### config.mk
export PLATFORM = sky130hd
export DESIGN_NAME = seg7_scan_flat
export DESIGN_NICKNAME = d
export VERILOG_FILES = /design/src/rtl/seg7_pkg.sv /design/src/rtl/seg7_scan_if.sv /design/src/rtl/seg7_hex_dec.sv /design/src/rtl/seg7_scan.sv /design/src/flat_wrapper.sv
export SDC_FILE = /design/constraint.sdc
export NUM_CORES = 1
export LEC_CHECK = 0
export ABC_AREA = 1
export BUFFER_PORTS_ARGS = -buffer_cell sky130_fd_sc_hd__buf_4
export CORE_ASPECT_RATIO = 1.2
export CORE_UTILIZATION = 28
export DETAILED_ROUTE_END_ITERATION = 7
export GPL_ROUTABILITY_DRIVEN = 1
export HOLD_SLACK_MARGIN = 0.06
export PLACE_DENSITY_LB_ADDON = 0.05
export SYNTH_ARGS = -nofsm -noshare
export SYNTH_HDL_FRONTEND = slang
export SYNTH_HIERARCHICAL = 1
export SYNTH_SLANG_ARGS = --single-unit
### constraint.sdc
create_clock -name clk -period 3 [get_ports clk]
set_input_delay 0.3 -clock clk [delete_from_list [all_inputs] [get_ports clk]]
set_output_delay 0.3 -clock clk [all_outputs]
set_load 0.02 [all_outputs]
### src/rtl/seg7_pkg.sv
// Shared constants and the active-low hex-to-segment decode for the seg7 display slice.
package seg7_pkg;

  localparam logic [6:0] SEG_OFF = 7'b1111111;

  // Active-low {a,b,c,d,e,f,g} patterns for nibble values 0..F.
  localparam logic [6:0] HEX_SEG [16] = '{
    7'b0000001, 7'b1001111, 7'b0010010, 7'b0000110,
    7'b1001100, 7'b0100100, 7'b0100000, 7'b0001111,
    7'b0000000, 7'b0000100, 7'b0001000, 7'b1100000,
    7'b0110001, 7'b1000010, 7'b0110000, 7'b0111000
  };

  function automatic logic [6:0] hex2seg(input logic [3:0] h);
    return HEX_SEG[h];
  endfunction

endpackage

### src/rtl/seg7_scan_if.sv
// Display-driver bus: content/load from the datapath, pin-level segment/anode outputs back.
interface seg7_scan_if #(
  parameter int unsigned NDIG = 8
);
  logic [4*NDIG-1:0] val;
  logic [NDIG-1:0]   dp;
  logic [NDIG-1:0]   blank_mask;
  logic              load;
  logic [6:0]        seg;
  logic              dp_n;
  logic [NDIG-1:0]   an;

  modport master (output val, dp, blank_mask, load, input seg, dp_n, an);
  modport slave  (input val, dp, blank_mask, load, output seg, dp_n, an);
endinterface

### src/rtl/seg7_hex_dec.sv
// Combinational 4-to-7 active-low segment decoder.
module seg7_hex_dec
  import seg7_pkg::*;
(
  input  logic [3:0] hex,
  output logic [6:0] seg_c
);

  assign seg_c = hex2seg(hex);

endmodule

### src/rtl/seg7_scan.sv
// Time-multiplexed common-anode 7-segment scanner with shadow registers and one dark cycle per slot.
// Optional leading-zero blanking when SEG7_LZB_EN is defined.
module seg7_scan
  import seg7_pkg::*;
#(
  parameter int unsigned NDIG     = 8,
  parameter int unsigned SCAN_DIV = 1000
) (
  input  logic        clk,
  input  logic        rst,
  seg7_scan_if.slave  bus
);

  localparam int unsigned IW = (NDIG > 1) ? $clog2(NDIG) : 1;
  localparam int unsigned CW = $clog2(SCAN_DIV);

  logic [4*NDIG-1:0] sh_val;
  logic [NDIG-1:0]   sh_dp;
  logic [NDIG-1:0]   sh_blank;
  logic [CW-1:0]     cnt;
  logic [IW-1:0]     idx;
  logic              tick;
  logic [NDIG-1:0]   lz_blank;
  logic [3:0]        nib;
  logic [6:0]        dec_seg;
  logic [NDIG-1:0]   an_d;
  logic [6:0]        seg_d;
  logic              dp_n_d;

  assign tick = (cnt == CW'(SCAN_DIV - 1));
  assign nib  = sh_val[{idx, 2'b00} +: 4];

  seg7_hex_dec u_dec (
    .hex   (nib),
    .seg_c (dec_seg)
  );

  // Prefix-OR from the MSB: a digit is a leading zero when it and everything above it is zero.
`ifdef SEG7_LZB_EN
  always_comb begin : lzb_mask
    logic acc;
    acc      = 1'b0;
    lz_blank = '0;
    for (int i = int'(NDIG) - 1; i >= 1; i--) begin
      acc         = acc | (|sh_val[4*i +: 4]);
      lz_blank[i] = ~acc;
    end
  end
`else
  assign lz_blank = '0;
`endif

  // Next output image: dark on the slot-boundary cycle or for blanked digits.
  always_comb begin
    an_d   = '1;
    seg_d  = SEG_OFF;
    dp_n_d = 1'b1;
    if (!tick && !sh_blank[idx] && !lz_blank[idx]) begin
      an_d   = ~(NDIG'(1) << idx);
      seg_d  = dec_seg;
      dp_n_d = ~sh_dp[idx];
    end
  end

  always_ff @(posedge clk or posedge rst) begin
    if (rst) begin
      sh_val   <= '0;
      sh_dp    <= '0;
      sh_blank <= '0;
      cnt      <= '0;
      idx      <= '0;
      bus.an   <= '1;
      bus.seg  <= SEG_OFF;
      bus.dp_n <= 1'b1;
    end else begin
      if (bus.load) begin
        sh_val   <= bus.val;
        sh_dp    <= bus.dp;
        sh_blank <= bus.blank_mask;
      end
      cnt <= tick ? '0 : cnt + 1'b1;
      if (tick) begin
        idx <= (idx == IW'(NDIG - 1)) ? '0 : idx + 1'b1;
      end
      bus.an   <= an_d;
      bus.seg  <= seg_d;
      bus.dp_n <= dp_n_d;
    end
  end

endmodule

### src/flat_wrapper.sv
// flat-port wrapper written by rule: the top's interface ports become plain ports
module seg7_scan_flat import seg7_pkg::*;
#(
  parameter int unsigned NDIG     = 8,
  parameter int unsigned SCAN_DIV = 1000
)
  (clk, rst, bus_val, bus_dp, bus_blank_mask, bus_load, bus_seg, bus_dp_n, bus_an);
  seg7_scan_if #(.NDIG(NDIG)) bus_i ();
  input  logic clk;
  input  logic rst;
  input wire logic [$bits(bus_i.val)-1:0] bus_val;
  input wire logic [$bits(bus_i.dp)-1:0] bus_dp;
  input wire logic [$bits(bus_i.blank_mask)-1:0] bus_blank_mask;
  input wire logic [$bits(bus_i.load)-1:0] bus_load;
  output wire logic [$bits(bus_i.seg)-1:0] bus_seg;
  output wire logic [$bits(bus_i.dp_n)-1:0] bus_dp_n;
  output wire logic [$bits(bus_i.an)-1:0] bus_an;
  assign bus_i.val = bus_val;
  assign bus_i.dp = bus_dp;
  assign bus_i.blank_mask = bus_blank_mask;
  assign bus_i.load = bus_load;
  assign bus_seg = bus_i.seg;
  assign bus_dp_n = bus_i.dp_n;
  assign bus_an = bus_i.an;
  seg7_scan #(.NDIG(NDIG), .SCAN_DIV(SCAN_DIV)) u_core (.clk(clk), .rst(rst), .bus(bus_i));
endmodule
==> run_results.csv <==
group,metric,value,unit
outcome,status,"complete, no violations",
setup_path,path_delay_family,"flip-flops",
floorplanning,total_die_area,14500,sq um
yosys,post-synth-top-area-cell,"dfrtp_1",
layout,final_area,4850,sq um
clocking,cts-htree-levels,3,
setup_path,cp.required,3.26,ns
yosys,number_of_enable_type_register_cells_in_the_synthesized_netlist,0,
setup_path,crit_arrival,2.65,ns
global_routing,number_of_antenna_violations_at_the_first_check_in_global_routing,0,
place,place_inst,650,
power_and_ir_drop,switchingPower,652,uW
yosys,mean_cell_area_of_the_mapped_netlist,9.15,sq um
routing,drc,0,
layout,layout-area-overhead-vs-synth,23.4,%
routing,drt_wl_total,9.07,mm
layout,layout.nets,556,
place,placement.io_buffers,66,
clocking,post_cts_resize_count,0,
power_and_ir_drop,pwr-share-comb,12.7,%
routing,drt_first_pass_iters,4,
power_and_ir_drop,pwr-share-clk,43.4,%
setup_path,critPathBufInv,3,
floorplanning,die_height,132,um
global_routing,grt_overflow_total,0,
place,hpwl,6.67,mm
global_routing,grt_first_pass_wirelength,15.0,mm
worst_hold_path,min-delay-path-class,"in -> reg",
yosys,synth_area_leaders,"dfrtp_1, dfstp_2, nand2_1",
routing,dr.first_iter.drc_count,108,
setup_path,cell_with_the_largest_stage_delay_on_the_worst_path,"dfrtp_1",
sta,skew,0.00506,ns
global_routing,gr-usage-all-layers,13.9,%
yosys,synthDistinctLibCells,29,
power_and_ir_drop,leakagePower,0.00236,uW
yosys,syn_area,3930,sq um
power_and_ir_drop,power.share.switching,24.6,%
routing,vias,2914,
sta,grt_setup_unrepaired,"no",
yosys,synth_async_reset_ratio,100,%
yosys,netlist_instances,430,
setup_path,type_of_destination_of_the_critical_path,"register",
clocking,ctsRootBufferMaster,"clkbuf_16",
clocking,clk_path_buf_depth,2,
routing,viasPerCell,4.37,
setup_path,start_kind,"register",
power_and_ir_drop,power_density,547,nW/um^2
setup_path,crit_path_frequent_cell,"nand2_1",
sta,finalSetupViolations,0,
yosys,yosys.area.top_type_share,38.8,%
setup_path,critical_path.max_stage_delay,0.70,ns
yosys,ys.warnings.count,6,
floorplanning,floorplan.rows,47,
setup_path,timing_worst_setup_path_type,"reg -> reg",
layout,insertedDiodeCount,0,
yosys,postSynthRegisterBits,77,
clocking,cts_inserted_buffers,9,
clocking,clock_sink_count,77,
clocking,clk_transition_reported_paths,0.06,ns
floorplanning,initial_core_util,28.6,%
layout,filler_cell_count,1454,
layout,postLayoutCoreUtil,35.3,%
yosys,yosys_most_used_dff,"dfrtp_1",
power_and_ir_drop,proportion_of_power_drawn_by_flip_flops_and_latches,43.9,%
yosys,synth_most_common_cell,"nand2_1",
global_routing,grt_pass1_vias,2971,
flow_run,cap_viol_max_count,0,
setup_path,timing.critical_path.cells,"inv_2, a21oi_1, o21ai_1, nand2_1, nand2_1, nand2_1, inv_1, ha_1, nand2_1, nand3_1, nand2_1, inv_1, nand3_2",
sta,worst_pin_slew,0.680,ns
floorplanning,floorplan.core_area,13800,sq um
place,gp_congestion,0.802,
sta,slew-limit-headroom,54.6,%
setup_path,crit_fanout,15,
floorplanning,top_level_ports,67,
sta,fin_setup_tns,0,ns
power_and_ir_drop,max-vdd-ir-drop,233,uV
yosys,synth_seq_area_share,49.5,%
floorplanning,die-width,110,um
sta,timing.final.max_slew_violations,0,
routing,ant_nets,0,
yosys,synth_nets,495,
sta,clock.fmax,0.419,GHz
clocking,worst_skew_pair.late_latency,0.34,ns
layout,stdcell_count,667,
place,place_area,4530,sq um
sta,hold_slack,0.165,ns
power_and_ir_drop,internal_power_contribution,2000,uW
sta,post-route-period-util,79.6,%
sta,finalHoldViolCount,0,
clocking,tritoncts,"done",
yosys,synth_top_cells_by_count,"nand2_1, dfrtp_1, inv_1",
global_routing,maximum_number_of_pins_on_one_net_before_global_route_repair,73,
sta,post-route-min-period,2.39,ns
layout,drive_gt1_share,32.3,%
routing,avgRoutedWirePerCell,13.6,um
final cells by class:
class	instances	area (sq um)	share of cell area, %
sequential	77	1950	40.1
multi-input combinational	275	1620	33.5
timing repair buffer	70	528	10.9
clock buffer	9	225	4.64
inverter	58	225	4.64
tap	171	214	4.41
clock inverter	7	90.1	1.86
logic make-up after synthesis:
family	Yosys count	synth area share (%)
xor+xnor	1	0.223
fa+ha+maj	14	4.45
mux	24	6.87
buf+inv	78	9.22
flops	77	49.5
simple gates	169	21.1
compound gates	67	8.62
layout by cell type, fill, tap and decap left out, drive strengths merged:
master,n
clkinv,4
clkinvlp,1
dfrtp,61
a21oi,19
xor2,1
nand4,1
dlygate4sd3,1
bufinv,2
nand2,100
inv,58
mux2,24
nand3,44
nor3,4
clkbuf,9
dfstp,16
ha,14
buf,69
nor2,19
or2,1
o21ai,48
final timing paths:
kind                                               from                             end  slack [ns]  cells past startpoint
setup / recovery              u_core/idx[1]$_DFFE_PP0N_     u_core/bus.seg[3]$_DFF_PP1_        0.61                     13
hold / removal                              bus_val[26]   u_core/sh_val[26]$_DFFE_PP0P_        0.16                      3
setup reg to reg              u_core/idx[1]$_DFFE_PP0N_     u_core/bus.seg[3]$_DFF_PP1_        0.61                     13
hold reg to reg            u_core/sh_val[3]$_DFFE_PP0P_    u_core/sh_val[3]$_DFFE_PP0P_        0.51                      1
max in group asynchronous                           rst     u_core/bus.seg[3]$_DFF_PP1_        1.61                      4
min in group asynchronous                           rst  u_core/sh_blank[6]$_DFFE_PP0P_        0.58                      3
worst min-delay path: cells and delay by family:
family                 cells  cell delay (ns)
and+or+nand+nor            1             0.04
buffers and inverters      1             0.08
AOI/OAI and AO/OA          1             0.06
power by group through the flow:
stage,clock (uW),sequential [uW],combinational (uW)
3_5_place_dp,0,1190,343
6_report,1150,1170,336
3_3_place_gp,0,1190,342
4_1_cts,1190,1170,346
5_1_grt,1240,1180,382
2_1_floorplan,0,1190,200
metrics by stage:
| step | total power (uW) | setup WS (ns) |
|---|---|---|
| 2_1_floorplan | 1390 | 0.760 |
| 3_3_place_gp | 1530 | 0.664 |
| 3_5_place_dp | 1530 | 0.612 |
| 4_1_cts | 2710 | 0.612 |
| 5_1_grt | 2790 | 0.286 |
| 6_report | 2650 | 0.612 |
registers in the layout, indices dropped and copies added, names as in the netlist:
name,cells
u_core/cnt,10
u_core/bus.dp_n,1
u_core/bus.seg,7
u_core/bus.an,8
u_core/sh_dp,8
u_core/sh_blank,8
u_core/idx,3
u_core/sh_val,32
timing repair:
action                    CTS  global route
hold buffers                1             0
buffers inserted            0             0
hold endpoints to repair   24             0
metal layers:
layer	up-vias	track usage, %	wire [um]
li1	1498	-	-
met1	1339	17.9	4070
met2	64	21.6	4420
met3	13	2.82	363
met4	0	7.24	214
met5	-	0	0
No activity file was read; power rests on OpenSTA's default activity.
